[src/rtl/toggle_cov_pkg.sv]
// Shared constants and helpers for the toggle coverage detector.
// Event vectors interleave per-bit edges: even index = rise, odd index = fall.
package toggle_cov_pkg;

    // Offset of each edge kind inside a per-bit event pair.
    localparam int EV_RISE = 0;
    localparam int EV_FALL = 1;

    // Position of an edge event for monitored bit bit_i in the event vector.
    function automatic int ev_idx(input int bit_i, input int is_fall);
        return 2 * bit_i + is_fall;
    endfunction

    // Width needed to hold a count from 0 up to and including n.
    function automatic int cnt_w(input int n);
        return $clog2(n + 1);
    endfunction

endpackage : toggle_cov_pkg

[src/rtl/toggle_popcount.sv]
// Combinational population count of an N-bit vector.
// Output is wide enough to hold N itself, so it never wraps.
module toggle_popcount
    import toggle_cov_pkg::*;
#(
    parameter int N = 6
) (
    input  logic [N-1:0]          bits,
    output logic [cnt_w(N)-1:0]   count
);

    localparam int CW = cnt_w(N);

    // Sum the ones one bit at a time; synthesis folds this into an adder tree.
    always_comb begin
        count = '0;
        for (int i = 0; i < N; i++) begin
            count = count + CW'(bits[i]);
        end
    end

endmodule : toggle_popcount

[src/rtl/toggle_cover_detector.sv]
// Per-bit toggle detector feeding a 2*W-wide toggle coverage sink.
// After a warm-up of WARMUP accepted samples, every sampled rise/fall of
// sig is reported as a one-cycle pulse on valid and recorded in a sticky
// covered bitmap with a running count of distinct events seen.
module toggle_cover_detector
    import toggle_cov_pkg::*;
#(
    parameter int W              = 3,
    parameter int WARMUP         = 2,
    parameter bit FIRST_HIT_ONLY = 1'b0
) (
    input  logic                       gbl_clk,
    input  logic                       reset,
    input  logic                       sample_en,
    input  logic [W-1:0]               sig,
    input  logic                       clear_hits,
    output logic [2*W-1:0]             valid,
    output logic [2*W-1:0]             covered,
    output logic [cnt_w(2*W)-1:0]      covered_cnt,
    output logic                       all_covered,
    output logic                       armed
);

    localparam int EW  = 2 * W;
    localparam int CW  = cnt_w(EW);
    // Warm-up counter only needs to reach WARMUP-1; keep at least one bit.
    localparam int WCW = (WARMUP > 1) ? $clog2(WARMUP) : 1;
    localparam logic [WCW-1:0] WARM_LAST = (WARMUP > 0) ? WCW'(WARMUP - 1) : '0;
    localparam logic [CW-1:0]  CNT_FULL  = CW'(EW);

    logic [W-1:0]   prev;
    logic           prev_valid;
    logic [WCW-1:0] warm_cnt;

    logic [EW-1:0]  ev;
    logic [EW-1:0]  rep;
    logic [EW-1:0]  new_hits;
    logic [CW-1:0]  new_cnt;
    logic [CW-1:0]  cnt_next;
    logic           detect;

    // Detection only counts edges between two real samples taken while armed.
    assign detect = sample_en & armed & prev_valid;

    // Raw per-bit edge events, interleaved rise/fall per monitored bit.
    always_comb begin
        ev = '0;
        for (int i = 0; i < W; i++) begin
            ev[ev_idx(i, EV_RISE)] = detect & ~prev[i] &  sig[i];
            ev[ev_idx(i, EV_FALL)] = detect &  prev[i] & ~sig[i];
        end
    end

    // Events not yet in the bitmap; uses covered as it stood before any clear.
    assign new_hits = ev & ~covered;

    // Reported events: everything, or only first hits when FIRST_HIT_ONLY is set.
    always_comb begin
        rep = ev;
        if (FIRST_HIT_ONLY) begin
            rep = new_hits;
        end
    end

    toggle_popcount #(
        .N (EW)
    ) u_popcount (
        .bits  (new_hits),
        .count (new_cnt)
    );

    // New hits are disjoint from covered, so the sum is bounded by EW.
    assign cnt_next = covered_cnt + new_cnt;

    // Sample register: prev follows sig only on accepted samples.
    always_ff @(posedge gbl_clk) begin
        if (!reset) begin
            prev       <= '0;
            prev_valid <= 1'b0;
        end else if (sample_en) begin
            prev       <= sig;
            prev_valid <= 1'b1;
        end
    end

    // Warm-up: count accepted samples until WARMUP have been seen, then arm.
    always_ff @(posedge gbl_clk) begin
        if (!reset) begin
            warm_cnt <= '0;
            armed    <= 1'b0;
        end else if (WARMUP == 0) begin
            armed <= 1'b1;
        end else if (sample_en && !armed) begin
            if (warm_cnt == WARM_LAST) begin
                armed <= 1'b1;
            end else begin
                warm_cnt <= warm_cnt + WCW'(1);
            end
        end
    end

    // Event pulse: valid carries this cycle's reported events for one cycle.
    always_ff @(posedge gbl_clk) begin
        if (!reset) begin
            valid <= '0;
        end else begin
            valid <= rep;
        end
    end

    // Sticky coverage: clear wins over recording same-cycle events.
    always_ff @(posedge gbl_clk) begin
        if (!reset || clear_hits) begin
            covered     <= '0;
            covered_cnt <= '0;
            all_covered <= 1'b0;
        end else begin
            covered     <= covered | ev;
            covered_cnt <= cnt_next;
            all_covered <= (cnt_next == CNT_FULL);
        end
    end

endmodule : toggle_cover_detector

[config.mk]
export PLATFORM = sky130hd
export DESIGN_NAME = toggle_cover_detector
export DESIGN_NICKNAME = d
export VERILOG_FILES = /design/src/rtl/toggle_cov_pkg.sv /design/src/rtl/toggle_popcount.sv /design/src/rtl/toggle_cover_detector.sv
export SDC_FILE = /design/constraint.sdc
export NUM_CORES = 1
export LEC_CHECK = 0
export BUFFER_PORTS_ARGS = -buffer_cell sky130_fd_sc_hd__buf_2
export CAP_MARGIN = 30
export CELL_PAD_IN_SITES_DETAIL_PLACEMENT = 0
export CELL_PAD_IN_SITES_GLOBAL_PLACEMENT = 1
export CORE_MARGIN = 3
export CORE_UTILIZATION = 43
export CTS_CLUSTER_SIZE = 14
export DETAILED_ROUTE_END_ITERATION = 10
export GPL_TIMING_DRIVEN = 0
export PLACE_DENSITY = 0.89
export REMOVE_ABC_BUFFERS = 1
export SLEW_MARGIN = 20
export SYNTH_ARGS = -nofsm -noshare
export SYNTH_HDL_FRONTEND = slang
export SYNTH_SLANG_ARGS = --single-unit
[constraint.sdc]
create_clock -name gbl_clk -period 5.6 [get_ports gbl_clk]
set_input_delay 0.56 -clock gbl_clk [delete_from_list [all_inputs] [get_ports gbl_clk]]
set_output_delay 0.56 -clock gbl_clk [all_outputs]
set_load 0.02 [all_outputs]
==> results of run 1 <==
-- state kept, by name, summed over array words and instances (netlist names) --
name         count
covered          6
armed            1
prev             3
covered_cnt      3
prev_valid       1
all_covered      1
warm_cnt         1
valid            6
-- how the worst max path moves through the flow --
stage | endpoint | from | slack [ns]
finish | all_covered$_SDFF_PP0_ | sample_en | 2.19
floorplan | all_covered$_SDFF_PP0_ | sample_en | 2.25
global placement | all_covered$_SDFF_PP0_ | sample_en | 1.87
global route | all_covered$_SDFF_PP0_ | sample_en | 2.03
CTS | all_covered$_SDFF_PP0_ | sample_en | 2.16
detailed placement | all_covered$_SDFF_PP0_ | sample_en | 1.81
-- power breakdown --
group          internal [mW]  switching [mW]
Clock                 0.0251          0.0433
Sequential             0.160         0.00269
Combinational        0.00732         0.00795
-- logic make-up after synthesis --
logic type	after synthesis	share of synthesized area [%]
and+or+nand+nor	29	26.5
AOI/OAI and AO/OA	9	6.89
buffers and inverters	3	2.38
muxes	3	3.18
adders and majority gates	7	11.7
DFF	22	46.6
xor gates and xnor gates	3	2.78
-- final cells by class --
class | instances | area share (%)
Timing Repair Buffer | 23 | 10.5
Clock buffer | 3 | 2.06
Sequential cell | 22 | 40.3
Multi-Input combinational cell | 51 | 44.1
Tap cell | 27 | 3.09
-- metal layers --
layer / vias to the layer above / share of wire, % / GRT usage (%)
met3: 4 / 5.0 / 2.54
li1: 298 / - / -
met4: 0 / 2.3 / 7.66
met2: 16 / 50 / 22.1
met5: - / 0 / 0
met1: 286 / 42 / 15.0
-- per-stage QoR --
stage	setup WS (ns)	cell area [um^2]	std cells
after floorplan	2.25	922	73
after global placement	1.87	1070	123
after CTS	2.16	1090	126
final	2.19	1090	126
after detailed placement	1.81	1070	123
after global routing	2.03	1090	126
-- cells in the final DEF (no fill, tap or decap) --
master    instances
dfxtp_1          22
nand3_4           1
nor2b_1           6
and2b_2           3
nor3b_2           6
xnor2_1           3
clkbuf_4          3
and2_2            3
and2_4            1
buf_2            23
and2_1            4
and2b_1           4
mux2i_1           3
a21oi_1           1
ha_1              4
o21a_1            8
fa_1              3
nor3b_1           1
-- synth_stat cells (3+ instances only) --
| library cell | instances |
|---|---|
| fa_1 | 3 |
| and2b_1 | 4 |
| dfxtp_1 | 22 |
| and2b_2 | 3 |
| nor3b_2 | 6 |
| xnor2_1 | 3 |
| and2_1 | 4 |
| nor2b_1 | 6 |
| mux2i_1 | 3 |
| o21a_1 | 8 |
| and2_2 | 3 |
| ha_1 | 4 |
-- critical path, stage by stage --
cell and delay [ns]:
buf_2 0.20, nand3_4 0.15, nor3b_2 0.26, and2b_2 0.18, ha_1 0.24, fa_1 0.49
fa_1 0.50, ha_1 0.22, fa_1 0.37, xnor2_1 0.19, xnor2_1 0.11, nor3b_1 0.17
==> impl_metrics.tcl, run 1 <==
set metrics [dict create \
    status "completed" \
    post_cts_resized 0 \
    ys_types 19 \
    powerDensity_nw_per_um2 225 \
    synth_edf_count 0 \
    ant_nets 0 \
    hold_viol_final 0 \
    drtIter0Drc 0 \
    drt_pre_antenna_iters 1 \
    setup_tns_ns 0 \
    fmaxAchievable_ghz 0.293 \
    arrival_ns 3.64 \
    drc_errors 0 \
    worstPathRequired_ns 5.83 \
    cp_max_fo 7 \
    syn_inst 76 \
    clk_pin_slew_ns 0.11 \
    coreArea_um2 2020 \
    die_h_um 52.9 \
    maxCapViolCount 0 \
    syn_area_per_cell_um2 12.4 \
    setup_viol 0 \
    startpoint_type "input port" \
    dieArea_um2 2800 \
    cp-end-kind "register" \
    hp-start "warm_cnt$_SDFFE_PN0P_" \
    netlist_area_um2 945 \
    grtUsageTotal_pct 13.0 \
    initial_core_util_pct 46.7 \
    grt_pass1_vias 630 \
    hpwl_um 1220 \
    viasPerCell 4.79 \
    routed_wl_um 1520 \
    holdCritPathClass "reg -> reg" \
    cts_inserted_buffers 3 \
    period_share_pct 60.9 \
    rr_startpoint "armed$_SDFFE_PN0P_" \
    cts_tree "yes" \
    yosysWarnings 0 \
    async_reset_ff_share_pct 0 \
    diodes 0 \
    post-synth-top-area-cell "dfxtp_1" \
    vdd.ir_drop.worst_mv 0.110 \
    leakage_nw 0.527 \
    clockRootBuffer "clkbuf_4" \
    fin_hold_ws_ns 0.494 \
    ys.flop_type "dfxtp_1" \
    register_area_um2 440 \
    port_buffers 23 \
    rrSetupSlack_ns 2.22 \
    worstSkewPairLatency_ns 0.30 \
    globalRoute.totalOverflow 0 \
    yosysTopAreaCellShare_pct 46.6 \
    die_x_um 52.9 \
    n_fill_cell 204 \
    period_needed_ns 3.41 \
    grt_pass1_wl_um 2580 \
    htree_levels 1 \
    clockBufferDepth 2 \
    clock_skew_ns 0.00259 \
    min_path_cells 1 \
    post-route-util_pct 54.1 \
    relSlewSlack_pct 80.5 \
    gp_congestion 0.648 \
    yosys-top-cells-area "dfxtp_1, nor3b_2, fa_1" \
    worstReg2RegEnd "all_covered$_SDFF_PP0_" \
    rsz0062_at_grt "no" \
    worstRegToRegCells 11 \
    tightestPinTransition_ns 0.293 \
    path_class "in -> reg" \
    ys_seq_area_share_pct 46.6 \
    rows 16 \
    layout-drive-gt1-share_pct 40.4 \
    grt_max_degree 14 \
    min_to "warm_cnt$_SDFFE_PN0P_" \
    syn2layout_area_growth_pct 15.8 \
    ys_seq_elements 22 \
    antenna_found_initial 0 \
    cts_setup_buffers 0 \
    cts_sinks 22 \
    fin_nets 115 \
    multiInputGateArea_um2 482 \
    hold_buffers 0 \
    maxSlewViolCount 0 \
    avgRoutedWirePerCell_um 12.1 \
    ios 24 \
    total_power_mw 0.246 \
    via_count 604 \
]
Note: power is estimated with default switching activity, not from simulation.
==> run 2: changes to the inputs <==
--- a/config.mk
+++ b/config.mk
@@ -10,11 +10,11 @@
 export CELL_PAD_IN_SITES_DETAIL_PLACEMENT = 0
 export CELL_PAD_IN_SITES_GLOBAL_PLACEMENT = 1
 export CORE_MARGIN = 3
-export CORE_UTILIZATION = 43
+export CORE_UTILIZATION = 39
 export CTS_CLUSTER_SIZE = 14
 export DETAILED_ROUTE_END_ITERATION = 10
 export GPL_TIMING_DRIVEN = 0
-export PLACE_DENSITY = 0.89
+export PLACE_DENSITY = 0.82
 export REMOVE_ABC_BUFFERS = 1
 export SLEW_MARGIN = 20
 export SYNTH_ARGS = -nofsm -noshare
==> constraint.sdc (replaced) <==
create_clock -name gbl_clk -period 3.56 [get_ports gbl_clk]
set_input_delay 0.356 -clock gbl_clk [delete_from_list [all_inputs] [get_ports gbl_clk]]
set_output_delay 0.356 -clock gbl_clk [all_outputs]
set_load 0.02 [all_outputs]
==> impl_metrics.tcl, run 2 (synthesis gave the netlist of run 1 again) <==
set metrics [dict create \
    hp-start "sig[2]" \
    port_buffers 23 \
    clk_pin_slew_ns 0.13 \
    worstSkewPairLatency_ns 0.31 \
    setup_tns_ns 0 \
    multiInputGateArea_um2 488 \
    coreArea_um2 2250 \
    post-route-util_pct 50.2 \
    final_common_cell "buf_2" \
    drc_errors 0 \
    vdd.ir_drop.worst_mv 0.250 \
    period_needed_ns 3.40 \
    hold_viol_final 0 \
    drt_pre_antenna_iters 3 \
    via_count 584 \
    worstRegToRegCells 11 \
    ios 24 \
    grt_pass1_vias 630 \
    holdCritPathClass "in -> reg" \
    clock_skew_ns 0.00849 \
    maxSlewViolCount 0 \
    relSlewSlack_pct 81.3 \
    grt_pass1_wl_um 2740 \
    drtIter0Drc 11 \
    clockBufferDepth 2 \
    fin_hold_ws_ns 0.336 \
    diodes 0 \
    rsz0062_at_grt "no" \
    setup_viol 0 \
    layout_common_cells "buf_2, dfxtp_1, o21a_1" \
    gp_congestion 0.701 \
    clockRootBuffer "clkbuf_4" \
    n_fill_cell 236 \
    rrSetupSlack_ns 0.16 \
    avgRoutedWirePerCell_um 12.3 \
    min_path_cells 3 \
    cts_setup_buffers 0 \
    layout-drive-gt1-share_pct 42.0 \
    rows 17 \
    worstReg2RegEnd "all_covered$_SDFF_PP0_" \
    timing.final.ws_setup_ns 0.160 \
    grtUsageTotal_pct 11.5 \
    cts_inserted_buffers 3 \
    initial_core_util_pct 41.9 \
    rr_startpoint "prev_valid$_SDFFE_PN0P_" \
    path_class "reg -> reg" \
    globalRoute.totalOverflow 0 \
    worstPathRequired_ns 3.80 \
    status "completed" \
    cp-end-kind "register" \
    dieArea_um2 3050 \
    htree_levels 1 \
    tightestPinTransition_ns 0.281 \
    startpoint_type "register" \
    hpwl_um 1220 \
    viasPerCell 4.56 \
    die_x_um 55.2 \
    antenna_found_initial 0 \
    syn2layout_area_growth_pct 19.9 \
    cts_sinks 22 \
    grt_max_degree 14 \
    register_area_um2 442 \
    post_cts_resized 0 \
    powerDensity_nw_per_um2 416 \
    routed_wl_um 1580 \
    die_h_um 55.2 \
    min_to "prev[2]$_SDFFE_PN0P_" \
    hold_buffers 0 \
    pre_cts_ws_ns -0.0486 \
    total_power_mw 0.471 \
    arrival_ns 3.64 \
    fmaxAchievable_ghz 0.294 \
    largestRegisters "covered x6, valid x6" \
    ant_nets 0 \
    fin_nets 115 \
    maxCapViolCount 0 \
    cts_tree "yes" \
    leakage_nw 0.550 \
    cp_max_fo 6 \
    period_share_pct 95.5 \
]
run 2: stage by stage:
stage,instances,instance area [um^2]
2_1_floorplan,73,922
3_3_place_gp,124,1070
3_5_place_dp,124,1070
4_1_cts,128,1120
5_1_grt,128,1130
6_report,128,1130
run 2: worst max-delay path: stages (launching register included):
cell	delay, ns
dfxtp_1	0.40
nand3_4	0.16
nor3b_2	0.26
and2b_2	0.17
ha_1	0.24
fa_1	0.48
fa_1	0.50
ha_1	0.23
fa_1	0.39
xnor2_1	0.21
xnor2_1	0.11
nor3b_1	0.17
run 2: routing by layer:
metal | track usage [%] | part of all wire [%]
met2 | 18.2 | 50
met3 | 3.50 | 4.1
met4 | 6.25 | 1.9
met5 | 0 | 0
met1 | 13.8 | 44
run 2: how the worst max path moves through the flow:
stage / startpoint / to / slack, ns / cells after the start
2_1_floorplan: armed$_SDFFE_PN0P_ / all_covered$_SDFF_PP0_ / 0.22 / 11
3_3_place_gp: sample_en / all_covered$_SDFF_PP0_ / 0.02 / 12
3_5_place_dp: sample_en / covered_cnt[2]$_SDFF_PP0_ / -0.05 / 12
4_1_cts: armed$_SDFFE_PN0P_ / all_covered$_SDFF_PP0_ / 0.07 / 11
5_1_grt: prev_valid$_SDFFE_PN0P_ / all_covered$_SDFF_PP0_ / 0.004 / 11
6_report: prev_valid$_SDFFE_PN0P_ / all_covered$_SDFF_PP0_ / 0.16 / 11
run 2: area by class of cell:
cell class | instances | area share, %
multi-input combinational | 51 | 43.1
sequential | 22 | 39.0
timing repair buffer | 23 | 10.2
tap | 28 | 3.09
clock inverter | 1 | 2.65
clock buffer | 3 | 1.99
run 2: power breakdown:
group	total [mW]	switching [mW]	internal, mW
clock	0.191	0.0776	0.114
sequential	0.256	0.00423	0.251
combinational	0.0244	0.0126	0.0118
